$ cat config.mk
export PLATFORM = sky130hd
export DESIGN_NAME = risc_regfile_mp
export DESIGN_NICKNAME = d
export VERILOG_FILES = /design/src/rtl/risc_pkg.sv /design/src/rtl/risc_regfile_rport.sv /design/src/rtl/risc_regfile_mp.sv
export SDC_FILE = /design/constraint.sdc
export NUM_CORES = 1
export LEC_CHECK = 0
export CORE_MARGIN = 1
export CORE_UTILIZATION = 50
export CTS_BUF_LIST = sky130_fd_sc_hd__clkbuf_8
export DETAILED_ROUTE_END_ITERATION = 10
export GPL_ROUTABILITY_DRIVEN = 1
export PLACE_DENSITY = 0.71
export SYNTH_ARGS = -nofsm -noshare
export SYNTH_HDL_FRONTEND = slang
export SYNTH_HIERARCHICAL = 1
export SYNTH_SLANG_ARGS = --single-unit
$ cat constraint.sdc
create_clock -name clk -period 1.95 [get_ports clk]
set_input_delay 0.39 -clock clk [delete_from_list [all_inputs] [get_ports clk]]
set_output_delay 0.39 -clock clk [all_outputs]
set_load 0.005 [all_outputs]
$ cat src/rtl/risc_pkg.sv
// Shared constants and types for the risc register file family.
package risc_pkg;

  localparam int unsigned DATA_W_DEF = 8;
  localparam int unsigned ADDR_W_DEF = 4;

  // INIT walks the array writing zeros; RUN serves normal reads and writes.
  typedef enum logic {
    ST_INIT = 1'b0,
    ST_RUN  = 1'b1
  } state_e;

endpackage

$ cat src/rtl/risc_regfile_rport.sv
// One registered read port: selects array data, forwarded write data or zero.
module risc_regfile_rport
  import risc_pkg::*;
#(
  parameter int unsigned DATA_W  = DATA_W_DEF,
  parameter int unsigned ADDR_W  = ADDR_W_DEF,
  parameter bit          ZERO_R0 = 1'b0,
  parameter bit          BYPASS  = 1'b1
) (
  input  logic              clk,
  input  logic              rst_n,
  input  logic              run,
  input  logic [ADDR_W-1:0] rs_addr,
  input  logic [DATA_W-1:0] mem_data,
  input  logic              wr_en,
  input  logic [ADDR_W-1:0] wr_addr,
  input  logic [DATA_W-1:0] wr_data,
  output logic [DATA_W-1:0] rs_data
);

  logic [DATA_W-1:0] data_d, data_q;

  // Zero forcing wins over forwarding so register 0 stays zero even on a hit.
  always_comb begin
    data_d = mem_data;
    if (!run || (ZERO_R0 && rs_addr == '0)) begin
      data_d = '0;
    end else if (BYPASS && wr_en && wr_addr == rs_addr) begin
      data_d = wr_data;
    end
  end

  // NOTE: sequential state uses non-blocking assignments so every flop samples pre-edge values.
  always_ff @(posedge clk) begin
    if (!rst_n) data_q <= '0;
    else        data_q <= data_d;
  end

  assign rs_data = data_q;

endmodule

$ cat src/rtl/risc_regfile_mp.sv
// Multi-port register file with write-first bypass, optional zero r0 and a clear sequencer.
module risc_regfile_mp
  import risc_pkg::*;
#(
  parameter int unsigned DATA_W  = DATA_W_DEF,
  parameter int unsigned ADDR_W  = ADDR_W_DEF,
  parameter int unsigned NREAD   = 2,
  parameter bit          ZERO_R0 = 1'b0,
  parameter bit          BYPASS  = 1'b1
) (
  input  logic                    clk,
  input  logic                    rst_n,
  input  logic [NREAD*ADDR_W-1:0] rs_addr,
  output logic [NREAD*DATA_W-1:0] rs_data,
  input  logic [ADDR_W-1:0]       rd_addr,
  input  logic                    rd_write,
  input  logic [DATA_W-1:0]       rd,
  input  logic                    clear,
  output logic                    init_busy
);

  localparam int unsigned DEPTH = 1 << ADDR_W;

  state_e              state_q, state_d;
  logic [ADDR_W-1:0]   clr_cnt_q, clr_cnt_d;
  logic                init_busy_q, init_busy_d;
  logic [DATA_W-1:0]   mem_q [DEPTH];

  logic                wr_en;
  logic                mem_we;
  logic [ADDR_W-1:0]   mem_waddr;
  logic [DATA_W-1:0]   mem_wdata;

  // NOTE: every signal driven here gets a default first, so no latch can be inferred.
  always_comb begin
    state_d   = state_q;
    clr_cnt_d = clr_cnt_q;
    wr_en     = 1'b0;
    mem_we    = 1'b0;
    mem_waddr = rd_addr;
    mem_wdata = rd;
    unique case (state_q)
      ST_INIT: begin
        mem_we    = 1'b1;
        mem_waddr = clr_cnt_q;
        mem_wdata = '0;
        if (clear) begin
          clr_cnt_d = '0;
        end else begin
          clr_cnt_d = clr_cnt_q + 1'b1;
          if (clr_cnt_q == '1) state_d = ST_RUN;
        end
      end
      ST_RUN: begin
        if (clear) begin
          state_d   = ST_INIT;
          clr_cnt_d = '0;
        end else begin
          wr_en  = rd_write && !(ZERO_R0 && rd_addr == '0);
          mem_we = wr_en;
        end
      end
      default: state_d = ST_INIT;
    endcase
    init_busy_d = (state_d == ST_INIT);
  end

  always_ff @(posedge clk) begin
    if (!rst_n) begin
      state_q     <= ST_INIT;
      clr_cnt_q   <= '0;
      init_busy_q <= 1'b1;
    end else begin
      state_q     <= state_d;
      clr_cnt_q   <= clr_cnt_d;
      init_busy_q <= init_busy_d;
    end
  end

  // NOTE: the array has no reset branch; the INIT sequencer zeroes it instead.
  always_ff @(posedge clk) begin
    if (rst_n && mem_we) mem_q[mem_waddr] <= mem_wdata;
  end

  assign init_busy = init_busy_q;

  for (genvar i = 0; i < NREAD; i++) begin : g_rport
    risc_regfile_rport #(
      .DATA_W  (DATA_W),
      .ADDR_W  (ADDR_W),
      .ZERO_R0 (ZERO_R0),
      .BYPASS  (BYPASS)
    ) u_rport (
      .clk      (clk),
      .rst_n    (rst_n),
      .run      (state_q == ST_RUN),
      .rs_addr  (rs_addr[i*ADDR_W +: ADDR_W]),
      .mem_data (mem_q[rs_addr[i*ADDR_W +: ADDR_W]]),
      .wr_en    (wr_en),
      .wr_addr  (rd_addr),
      .wr_data  (rd),
      .rs_data  (rs_data[i*DATA_W +: DATA_W])
    );
  end

endmodule

==> flow_summary.yaml <==
worst_setup_path:
  end_kind: "register"
  cp-start-kind: "primary input"
  crit_required_ps: 2310
  crit_type: "primary input to register"
  r2r-end: "g_rport[1].u_rport/rs_data[7]"
  crit_arrival_ps: 2270
  rrSetupSlack_ps: 120
  reg2reg_depth: 6
  crit_fanout: 7
  timing.rr.start: "mem_q[0][7]"
synth:
  ys_seq_area_frac: 0.591
  netlist_instances: 426
  synth_flop_cell: "edfxtp_1"
  synth_warnings: 6
  netlist_area_um2: 7240
  synth.distinct_cells: 39
  syn_avg_cell_area_um2: 17.0
  synth-seq-cells: 150
  syn_nets: 451
  synth-edff-count: 128
  synthArstFlopShare: 0
sta:
  max_freq_mhz: 521
  finalCriticalPeriod_ps: 1920
  tightest_slew_ps: 714
  timing.final.crit_share: 0.984
  max_slew_margin: 0.522
  maxSlewViolCount: 0
  clock_skew_ps: 11.0
  hold_viol_final: 0
  finalSetupViolCount: 0
  rsz0062_at_grt: "false"
global_routing:
  grt_overflow: 0
  antenna_found_initial: 0
  grt_first_pass_wirelength_um: 27600
  grt_max_degree: 25
  grt_use_total: 0.267
  grt_pass1_vias: 4616
clock_tree:
  clockBufferDepth: 2
  post_cts_resized: 0
  path_clk_slew_ps: 80
  insertion_delay_ps: 470
  cts_made_buffers: 17
  cts.hold.buffers_added: 0
  h-tree-depth: 4
  tritoncts: "built"
  clock_sinks: 150
  post_cts_buffers: 0
  root_buffer: "clkbuf_8"
cells_and_area:
  antennaDiodeCount: 0
  multiInputGateArea_um2: 2700
  mostFrequentLayoutCell: "edfxtp_1"
  stdcell_area_um2: 8630
  mostFrequentLayoutCells: "edfxtp_1, buf_4, clkdlybuf4s50_1"
  drive_above_1_share: 0.271
  final_nets: 540
  areaGrowthSynthToFinish_pct: 19.2
  seq_area_um2: 4290
  nFillCells: 1026
run_status:
  status: "finished, final reports clean"
hold_path:
  hp-class: "primary input to register"
  holdPathStages: 3
  hold_start: "rd[6]"
  holdPathEnd: "g_rport[0].u_rport/rs_data[6]"
power:
  ir_worst_vdd_v: 0.000824
  power.density_nw_per_um2: 717
  finalPower_uw: 6190
  p_leak_uw: 0.00322
place:
  place_area_um2: 8250
  routabilityCongestion: 0.944
  dp_hpwl_um: 12900
  io_buffers: 40
drt:
  drc: 0
  drt_iter0_drc: 568
  viasPerCell: 6.48
  drt_wl_total_um: 18300
  firstDrtPassIters: 7
  wire_per_inst_um: 25.9
  antenna_left: 0
  via_count: 4588
floorplan:
  core.rowCount: 43
  boundaryPins: 41
  core_um2: 14000
  chipWidth_um: 122
  fp.dieH_um: 122
  start_util: 0.518
  die_area_um2: 15000
run:
  maxCapViolations: 0
[how the worst max path moves through the flow]
stage / startpoint / endpoint / slack [ps]
global route: mem_q[0][7] / g_rport[1].u_rport/rs_data[7] / 30
floorplan: state_q / mem_q[1][0] / 130
detailed placement: rs_addr[5] / g_rport[1].u_rport/rs_data[5] / -430
finish: rs_addr[5] / g_rport[1].u_rport/rs_data[4] / 30
CTS: rs_addr[5] / g_rport[1].u_rport/rs_data[5] / 60
global placement: rs_addr[1] / g_rport[0].u_rport/rs_data[0] / -400
[cells by family (layout without fill, tap and decap cells)]
group | count (synthesis) | in the layout | share of synthesized area
xor+xnor | 11 | 11 | 0.0133
fa+ha+maj | 1 | 1 | 0.00173
buf+inv | 38 | 140 | 0.0370
simple gates | 86 | 86 | 0.0601
flops | 150 | 150 | 0.591
mux | 67 | 67 | 0.219
compound gates | 73 | 73 | 0.0779
[power breakdown]
group / leakage [uW] / internal [uW] / total, uW / switching, uW
sequential: 0.00155 / 3440 / 3450 / 9.90
clock: 0.000184 / 943 / 2210 / 1270
combinational: 0.00149 / 263 / 519 / 256
[cells in the mapped netlist, drive strengths merged (3+ instances only)]
cell type / number / area share
o2111ai: 16 / 0.019
edfxtp: 128 / 0.53
inv: 3 / 0.0016
o211ai: 4 / 0.0041
clkbuf: 4 / 0.0028
a31oi: 3 / 0.0026
dfxtp: 22 / 0.061
buf: 25 / 0.024
a22oi: 32 / 0.033
nor2: 24 / 0.012
o31ai: 16 / 0.017
and2: 10 / 0.0086
nand3: 18 / 0.014
nand2: 19 / 0.0098
clkdlybuf4s25: 6 / 0.0083
nor2b: 4 / 0.0035
xnor2: 9 / 0.011
mux4: 64 / 0.21
[registers in the layout, indices dropped and copies added, names as in the netlist]
name / flops
clr_cnt_q: 4
g_rport.u_rport/rs_data: 16
init_busy: 1
mem_q: 128
state_q: 1
[worst max-delay path, cell delays in order]
cell and delay (ps):
clkdlybuf4s50_1 570, buf_4 200, mux4_2 310, a22oi_1 470
nand2_1 110, o2111ai_1 120, o31ai_1 90
[routing by layer]
layer | global-route usage | wire, um | up-vias
met4 | 0.0869 | 404 | 0
met3 | 0.0836 | 1550 | 35
met5 | 0 | 0 | -
li1 | - | - | 1984
met2 | 0.438 | 9460 | 215
met1 | 0.340 | 6920 | 2354
[stage by stage]
| stage | setup TNS [ps] | hold WS, ps | setup slack, ps | util | instances |
|---|---|---|---|---|---|
| after floorplan | 0 | 515 | 125 | - | 426 |
| after global placement | -23250 | 548 | -397 | 0.590 | 676 |
| after detailed placement | -25590 | 572 | -432 | 0.590 | 676 |
| after CTS | 0 | 536 | 59.6 | 0.616 | 708 |
| after global routing | 0 | 554 | 27.8 | 0.617 | 708 |
| final | 0 | 546 | 31.1 | 0.617 | 708 |
[cell type report]
type,instances,area share
repair buffers,105,0.121
clock inverters,14,0.0132
inverters,3,0.00130
multi-input cells,238,0.313
well taps,180,0.0261
clock buffers,18,0.0287
flip-flops and latches,150,0.496
Power figures use the tool's default switching activity.
